[src/rtl/hsv_to_rgb_encoder_if.sv]
// rtl/hsv_to_rgb_encoder_if.sv - pixel handshake bundle for hsv_to_rgb_encoder
//
// Carries both sides of the encoder's valid/ready streams:
//   i_hue[10:0], i_sat[7:0], i_val[7:0], i_valid : HSV pixel into the encoder
//   o_ready                                      : encoder accepts the input pixel
//   o_data[15:0], o_valid                        : RGB565 pixel out of the encoder
//   i_ready                                      : downstream accepts the output pixel
// master : the pixel source / sink surrounding the encoder
// slave  : the encoder itself
interface hsv_to_rgb_encoder_if;
    logic [10:0] i_hue;
    logic [7:0]  i_sat;
    logic [7:0]  i_val;
    logic        i_valid;
    logic        o_ready;
    logic [15:0] o_data;
    logic        o_valid;
    logic        i_ready;

    modport master (
        output i_hue, i_sat, i_val, i_valid, i_ready,
        input  o_ready, o_data, o_valid
    );

    modport slave (
        input  i_hue, i_sat, i_val, i_valid, i_ready,
        output o_ready, o_data, o_valid
    );
endinterface

[src/rtl/hsv_to_rgb_encoder.sv]
// rtl/hsv_to_rgb_encoder.sv - 3-stage HSV to RGB565 pixel encoder
//
// Ports:
//   i_clk  : sole clock, all state on the rising edge
//   i_rstn : asynchronous active-low reset
//   bus    : hsv_to_rgb_encoder_if.slave (HSV in, RGB565 out, valid/ready both sides)
//
// Optional build macro HSV_ENC_HUE_CLAMP_EN:
//   defined   : hue codes >= 1536 clamp to 1535
//   undefined : hue codes >= 1536 wrap to hue - 1536
//
// Pipeline: stage 1 normalises hue/saturation, stage 2 forms p/q/t,
// stage 3 selects R/G/B by sector and packs RGB565. All stages share one
// enable so a stalled output freezes the whole pipe.
module hsv_to_rgb_encoder (
    input  logic                 i_clk,
    input  logic                 i_rstn,
    hsv_to_rgb_encoder_if.slave  bus
);

    localparam logic [10:0] HUE_LIMIT = 11'd1536;

    // ------------------------------------------------------------------
    // Global pipeline enable
    // ------------------------------------------------------------------
    logic        en;
    logic        out_valid;
    logic [15:0] out_data;

    // The pipe may advance whenever the output slot is empty or being drained.
    assign en          = !out_valid || bus.i_ready;
    assign bus.o_ready = en;
    assign bus.o_valid = out_valid;
    assign bus.o_data  = out_data;

    // ------------------------------------------------------------------
    // Stage 1: hue range handling, sector/fraction split, saturation scale
    // ------------------------------------------------------------------
    logic [10:0] hue_adj;
    logic [8:0]  sat_adj;

    always_comb begin
        hue_adj = bus.i_hue;
        if (bus.i_hue >= HUE_LIMIT) begin
`ifdef HSV_ENC_HUE_CLAMP_EN
            hue_adj = HUE_LIMIT - 11'd1;
`else
            hue_adj = bus.i_hue - HUE_LIMIT;
`endif
        end
    end

    // Stretch 0..255 onto 0..256 so full saturation yields exactly p = 0.
    assign sat_adj = {1'b0, bus.i_sat} + {8'd0, bus.i_sat[7]};

    logic       s1_valid;
    logic [2:0] s1_sector;
    logic [7:0] s1_frac;
    logic [8:0] s1_sat;
    logic [7:0] s1_val;

    always_ff @(posedge i_clk or negedge i_rstn) begin
        if (!i_rstn) begin
            s1_valid  <= 1'b0;
            s1_sector <= 3'd0;
            s1_frac   <= 8'd0;
            s1_sat    <= 9'd0;
            s1_val    <= 8'd0;
        end else if (en) begin
            s1_valid  <= bus.i_valid;
            s1_sector <= hue_adj[10:8];
            s1_frac   <= hue_adj[7:0];
            s1_sat    <= sat_adj;
            s1_val    <= bus.i_val;
        end
    end

    // ------------------------------------------------------------------
    // Stage 2: p = V(1-s), q = V(1-s*f), t = V(1-s*(1-f))
    // ------------------------------------------------------------------
    // V*s' <= 255*256 fits 16 bits; V*s'*256 <= 0xFF0000 fits 24 bits.
    logic [15:0] prod_vs;
    logic [23:0] prod_vsf;
    logic [23:0] prod_vsg;
    logic [8:0]  frac_inv;
    logic [7:0]  p_calc;
    logic [7:0]  q_calc;
    logic [7:0]  t_calc;

    assign frac_inv = 9'd256 - {1'b0, s1_frac};
    assign prod_vs  = {8'd0, s1_val} * {7'd0, s1_sat};
    assign prod_vsf = {8'd0, prod_vs} * {16'd0, s1_frac};
    assign prod_vsg = {8'd0, prod_vs} * {15'd0, frac_inv};

    // Each subtrahend is <= V, so the 8-bit differences never underflow.
    assign p_calc = s1_val - 8'(prod_vs  >> 8);
    assign q_calc = s1_val - 8'(prod_vsf >> 16);
    assign t_calc = s1_val - 8'(prod_vsg >> 16);

    logic       s2_valid;
    logic [2:0] s2_sector;
    logic [7:0] s2_val;
    logic [7:0] s2_p;
    logic [7:0] s2_q;
    logic [7:0] s2_t;

    always_ff @(posedge i_clk or negedge i_rstn) begin
        if (!i_rstn) begin
            s2_valid  <= 1'b0;
            s2_sector <= 3'd0;
            s2_val    <= 8'd0;
            s2_p      <= 8'd0;
            s2_q      <= 8'd0;
            s2_t      <= 8'd0;
        end else if (en) begin
            s2_valid  <= s1_valid;
            s2_sector <= s1_sector;
            s2_val    <= s1_val;
            s2_p      <= p_calc;
            s2_q      <= q_calc;
            s2_t      <= t_calc;
        end
    end

    // ------------------------------------------------------------------
    // Stage 3: sector select and RGB565 packing (truncating)
    // ------------------------------------------------------------------
    logic [7:0]  red;
    logic [7:0]  green;
    logic [7:0]  blue;
    logic [15:0] packed_rgb;

    always_comb begin
        red   = s2_val;
        green = s2_t;
        blue  = s2_p;
        case (s2_sector)
            3'd0: begin red = s2_val; green = s2_t;   blue = s2_p;   end
            3'd1: begin red = s2_q;   green = s2_val; blue = s2_p;   end
            3'd2: begin red = s2_p;   green = s2_val; blue = s2_t;   end
            3'd3: begin red = s2_p;   green = s2_q;   blue = s2_val; end
            3'd4: begin red = s2_t;   green = s2_p;   blue = s2_val; end
            3'd5: begin red = s2_val; green = s2_p;   blue = s2_q;   end
            // Sectors 6/7 cannot occur after hue range handling.
            default: begin red = s2_val; green = s2_t; blue = s2_p; end
        endcase
    end

    assign packed_rgb = {5'(red >> 3), 6'(green >> 2), 5'(blue >> 3)};

    always_ff @(posedge i_clk or negedge i_rstn) begin
        if (!i_rstn) begin
            out_valid <= 1'b0;
            out_data  <= 16'd0;
        end else if (en) begin
            out_valid <= s2_valid;
            // Bubbles leave a zero word so o_data never shows stale pixels.
            out_data  <= s2_valid ? packed_rgb : 16'd0;
        end
    end

endmodule

[src/flat_wrapper.sv]
// flat-port wrapper written by rule: the top's interface ports become plain ports
module hsv_to_rgb_encoder_flat 
  (i_clk, i_rstn, bus_i_hue, bus_i_sat, bus_i_val, bus_i_valid, bus_i_ready, bus_o_ready, bus_o_data, bus_o_valid);
  hsv_to_rgb_encoder_if bus_i ();
  input  logic i_clk;
  input  logic i_rstn;
  input wire logic [$bits(bus_i.i_hue)-1:0] bus_i_hue;
  input wire logic [$bits(bus_i.i_sat)-1:0] bus_i_sat;
  input wire logic [$bits(bus_i.i_val)-1:0] bus_i_val;
  input wire logic [$bits(bus_i.i_valid)-1:0] bus_i_valid;
  input wire logic [$bits(bus_i.i_ready)-1:0] bus_i_ready;
  output wire logic [$bits(bus_i.o_ready)-1:0] bus_o_ready;
  output wire logic [$bits(bus_i.o_data)-1:0] bus_o_data;
  output wire logic [$bits(bus_i.o_valid)-1:0] bus_o_valid;
  assign bus_i.i_hue = bus_i_hue;
  assign bus_i.i_sat = bus_i_sat;
  assign bus_i.i_val = bus_i_val;
  assign bus_i.i_valid = bus_i_valid;
  assign bus_i.i_ready = bus_i_ready;
  assign bus_o_ready = bus_i.o_ready;
  assign bus_o_data = bus_i.o_data;
  assign bus_o_valid = bus_i.o_valid;
  hsv_to_rgb_encoder u_core (.i_clk(i_clk), .i_rstn(i_rstn), .bus(bus_i));
endmodule
[config.mk]
export PLATFORM = sky130hd
export DESIGN_NAME = hsv_to_rgb_encoder_flat
export DESIGN_NICKNAME = d
export VERILOG_FILES = /design/src/rtl/hsv_to_rgb_encoder_if.sv /design/src/rtl/hsv_to_rgb_encoder.sv /design/src/flat_wrapper.sv
export SDC_FILE = /design/constraint.sdc
export NUM_CORES = 1
export LEC_CHECK = 0
export CORE_ASPECT_RATIO = 1.2
export CORE_MARGIN = 5
export CORE_UTILIZATION = 50
export DETAILED_ROUTE_END_ITERATION = 6
export PLACE_DENSITY_LB_ADDON = 0.05
export SLEW_MARGIN = 5
export SYNTH_ARGS = -nofsm -noshare
export SYNTH_HDL_FRONTEND = slang
export SYNTH_SLANG_ARGS = --single-unit
export TNS_END_PERCENT = 10
[constraint.sdc]
create_clock -name i_clk -period 32.6 [get_ports i_clk]
set_input_delay 3.26 -clock i_clk [delete_from_list [all_inputs] [get_ports i_clk]]
set_output_delay 3.26 -clock i_clk [all_outputs]
set_load 0.02 [all_outputs]
======== After elaboration in Yosys (flattened, before gate mapping) ========
Cells that the tools add are included.
storage, ports and cells
  register bits ........................... 82
  input port bits ......................... 31
  output and inout bits ................... 18
  word-level logic and storage cells ...... 39
cells by class
  multiply operators ...................... 3
  multiplexer cells ....................... 5
  eq/ne operators ......................... 5
  magnitude comparators ................... 1
  $add $sub $neg .......................... 6
  reductions and logical operators ........ 6
operators by type and width
  operator                                         count
  one-hot mux 8 bit (3 select lines)               3
  multiplier 16 x 8 -> 24 bit                      1
  multiplier 16 x 9 -> 24 bit                      1
  subtractor 8 bit                                 3
  multiplier 8 x 9 -> 16 bit                       1
  2-to-1 mux 16 bit                                1
  >= comparator 11 bit, second input constant      1
  2-to-1 mux 11 bit                                1
  subtractor 11 bit, second input constant         1
  adder 8 x 1 -> 9 bit                             1
  subtractor 9 x 8 -> 9 bit, first input constant  1
  OR reduction 2 bit                               4
  == test 3 x 2 -> 1 bit, second input constant    2
  == test 3 bit, second input constant             2
  == test 3 x 1 -> 1 bit, second input constant    1
  zero test 1 bit                                  1
  logical OR 1 bit                                 1

======== Depth between registers and ports, before layout ========
  depth after elaboration ................. 4
  mapped depth ............................ 44
  mapped depth without buffers ............ 43

======== Worst setup path before layout ========
Ideal clock, no wire load.
  path kind ............................... register -> register
  start point ............................. register u_core.s1_val[2]
  end point ............................... register u_core.s2_t[7]
  slack ................................... 22.383 ns
  clock period less this slack ............ 10.217 ns
  path buffers ............................ 2
  stages on the path, launching flop included .. 42
  arrival time ............................ 10.135 ns
  cells stage by stage .................... dfrtp_1 clkbuf_1 and2_1 fa_1 fa_1 inv_1 fa_1 fa_1 inv_1 ha_1 inv_1 o21bai_1 a21o_1 a21o_1 a211o_1 a2111o_1 and3_1 clkbuf_2 [6 not listed] fa_1 inv_1 ha_1 o2111ai_1 nor2_1 o211a_1 or2_2 o41ai_2 nor2b_1 o21a_1 or2_2 ha_1 nor3_1 o21ai_0 a31o_2 a21oi_1 xnor3_1 o21ai_0
on the way
  longest elaborated chain between the ends .. 3
ends and longest elaborated chain
  element                      RTL line                   source
  from (decl)                  hsv_to_rgb_encoder.sv:60   logic [7:0] s1_val;
  from (signal assigned)       hsv_to_rgb_encoder.sv:74   s1_val <= bus.i_val;
  multiplier 8 x 9 -> 16 bit   hsv_to_rgb_encoder.sv:91   assign prod_vs = {8'd0, s1_val} * {7'd0, s1_sat};
  multiplier 16 x 9 -> 24 bit  hsv_to_rgb_encoder.sv:93   assign prod_vsg = {8'd0, prod_vs} * {15'd0, frac_inv};
  subtractor 8 bit (*)         hsv_to_rgb_encoder.sv:98   assign t_calc = s1_val - 8'(prod_vsg >> 16);
  to (signal assigned)         hsv_to_rgb_encoder.sv:121  s2_t <= t_calc;
  to (decl)                    hsv_to_rgb_encoder.sv:105  logic [7:0] s2_t;
Mark *: on every way between the ends. The rest lies on a longest branch, timed or not.
A chain may end at the register's enable or synchronous reset.

======== Worst setup path after layout ========
Ends and elaborated chain as after synthesis.

==> impl_metrics.toml <==
[outcome]
status = "completed"

[sta]
post-route-period-util = 0.351
finalHoldViolCount = 0
min_period_ns = 11.45
max_slew.worst_pin.slew_ns = 1.21
fmax_mhz = 87.4
rsz0062_at_grt = "no"
drv_slew = 0
clock_skew_ns = 0.0139
slew_headroom = 0.195
tns_ns = 0
setup_viol = 0

[place]
port_buffers = 48
routabilityCongestion = 0.903
dp_hpwl_um = 28700

[detailed_routing]
drc_errors = 0
drtPass1Iterations = 5
wl_um = 35900
viasPerCell = 5.30
ant_nets = 0
avgRoutedWirePerCell_um = 17.8
via_count = 10700
drt-initial-drc-count = 421

[final_layout]
area_growth_pct = 8.16
antennaDiodeCount = 0
nNetsFinal = 2027
utilization = 0.546
drive_gt1_frac = 0.0395

[floorplan]
coreArea_um2 = 27800
start_util = 0.505
die_h_um = 194
rows = 67
ios = 49
die_area_um2 = 31600
dieWidth_um = 163

[logic_synthesis]
yosysSeqAreaShare = 0.132
ys_warn_count = 0
synth_compound_area_frac = 0.0773
synth_nets = 2021
syn_area_per_cell_um2 = 8.61
synthSimpleGateAreaFrac = 0.209
synthDistinctLibCells = 58
netlist_area_um2 = 14100
synth_edf_count = 0
ys_ff_latch = 74
synthMuxAreaShare = 0.0136
synth_top_family_by_area = "adder cells"
synth_adder_area_share = 0.436
synth_top_flop_cell = "dfrtp_1"
synth_xor_area_frac = 0.0396
synth_cells = 1633
synthArstFlopShare = 1.00

[worst_setup_path]
r2r_cells = 38
worst_path_most_repeated_cell = "fa_1"
crit_path_top_delay_cell = "a2111oi_0"
cp-start-kind = "flop"
cp-end-kind = "flop"
crit_path_max_incr_delay_ns = 0.82
arrival_ns = 11.71
crit_required_ns = 32.86
r2r_slack_ns = 21.15
regToRegStartpoint = "u_core.s1_val[2]"
critPathMaxFanout = 18
timing.rr.end = "u_core.s2_t[7]"
crit_type = "flop to flop"

[clock_tree]
cts.repair.resized = 0
cts_setup_buffers = 0
cts_hold_buf = 0
tritoncts = "yes"
clk_pin_slew_ns = 0.06
htreeDepth = 3
clock_sink_count = 74
clk_path_buf_depth = 2
clock_latency_ns = 0.35
cts_root_buf = "clkbuf_16"
cts_buffers = 9

[global_routing]
use_met3 = 0.0296
grt_util_met2 = 0.417
grtUsageTotal = 0.239
grt_antenna_before_repair = 0
grt_max_degree = 67
grt_pass1_vias = 11500
grt_pass1_wl_um = 59900
grt_overflow_total = 0
top_usage_layer = "met2"
use_met1 = 0.293

[hold_path]
holdCritPathClass = "flop to flop"
hold_depth = 2
min_to = "u_core.s1_sector[1]"
holdCritStartpoint = "u_core.s1_sector[1]"

[job]
drv_cap = 0
-- worst max-delay path: cells and delay by family, from the launching register on --
kind	cells	cell delay, ns
buf+inv	6	0.34
fa+ha+maj	11	4.84
flops	1	0.59
compound gates	12	3.29
xor+xnor	2	0.31
simple gates	7	2.00
-- cell usage after synthesis, drive strengths merged (18+ instances only) --
cell,count,area (um^2)
ha,136,1700
xor2,22,193
fa,221,4420
nand2,274,1030
nor2,90,338
nand3,18,90.1
xnor2,39,342
and2,144,901
clkbuf,65,245
o21ai,26,130
nor3,27,135
a21oi,40,204
inv,270,1010
dfrtp,74,1850
-- worst max path at each step --
stage,startpoint,slack (ns),depth (start not counted),endpoint
3_5_place_dp,u_core.s1_val[2],21.16,38,u_core.s2_t[7]
2_1_floorplan,u_core.s1_val[2],22.38,41,u_core.s2_t[7]
4_1_cts,u_core.s1_val[2],21.16,38,u_core.s2_t[7]
6_report,u_core.s1_val[2],21.15,38,u_core.s2_t[7]
3_3_place_gp,u_core.s1_val[2],21.30,38,u_core.s2_t[7]
5_1_grt,u_core.s1_val[2],20.45,37,u_core.s2_t[7]
-- state kept, by name (all words and copies together), names as in the netlist --
| signal | count |
|---|---|
| u_core.s2_q | 6 |
| u_core.s1_sat | 9 |
| u_core.s1_sector | 3 |
| u_core.s2_p | 6 |
| u_core.s1_val | 8 |
| u_core.s1_frac | 8 |
| u_core.s2_valid | 1 |
| u_core.bus.o_data | 16 |
| u_core.s2_t | 6 |
| u_core.s1_valid | 1 |
| u_core.s2_sector | 3 |
| u_core.bus.o_valid | 1 |
| u_core.s2_val | 6 |
-- area by class of cell --
cell class / instances / area [um^2]
Fill cell: 2685 / 12600
Multi-Input combinational cell: 1214 / 10900
Sequential cell: 74 / 1850
Inverter: 270 / 1010
Timing Repair Buffer: 70 / 643
Tap cell: 379 / 474
Clock buffer: 10 / 239
Clock inverter: 6 / 65.1
-- per-layer routing --
metal  vias up  routed length, um
met3        80               1150
li1       5120                  -
met2       183              18100
met4         0               1870
met5         -                  0
met1      5347              14800
-- layout by cell type, fill, tap and decap left out, types with 6 or more instances in the layout --
master | Yosys | routed
clkdlybuf4s50_1 | 0 | 47
o21a_1 | 7 | 7
nand2b_1 | 8 | 8
o221ai_1 | 8 | 8
mux2i_1 | 9 | 9
nand2_1 | 274 | 274
mux2_2 | 9 | 9
o21ai_0 | 26 | 26
o31ai_1 | 10 | 10
fa_1 | 221 | 221
a21oi_1 | 39 | 39
inv_1 | 270 | 269
a211oi_1 | 14 | 14
and2_1 | 144 | 144
nand3_1 | 18 | 18
xor2_1 | 22 | 21
or2_2 | 9 | 9
dfrtp_1 | 74 | 74
xnor2_1 | 39 | 39
buf_4 | 1 | 23
a21o_1 | 6 | 6
o2111ai_1 | 8 | 8
and3_1 | 10 | 10
nor2_1 | 90 | 90
nor3_1 | 27 | 26
nor3b_1 | 8 | 8
or3_1 | 7 | 7
clkbuf_16 | 0 | 9
ha_1 | 136 | 136
-- per-stage QoR --
stage | worst slack, ns | std cells | hold slack (ns) | instance area [um^2]
after detailed placement | 21.16 | 2007 | 0.455 | 14900
after floorplan | 22.38 | 1633 | 0.439 | 14100
final | 21.15 | 2023 | 0.465 | 15200
after global routing | 20.45 | 2023 | 0.493 | 15200
after CTS | 21.16 | 2023 | 0.468 | 15200
after global placement | 21.30 | 2007 | 0.449 | 14900
-- logic make-up after synthesis --
logic type,after synthesis
flip-flops,74
XOR/XNOR,62
buffers and inverters,345
AO/OA/AOI/OAI,159
adder cells (fa/ha/maj),357
AND/OR/NAND/NOR,618
multiplexers,18
Power is left out: the tool's default activity adds up to more than one toggle a clock period on the data nets, which glitch-free logic cannot reach.
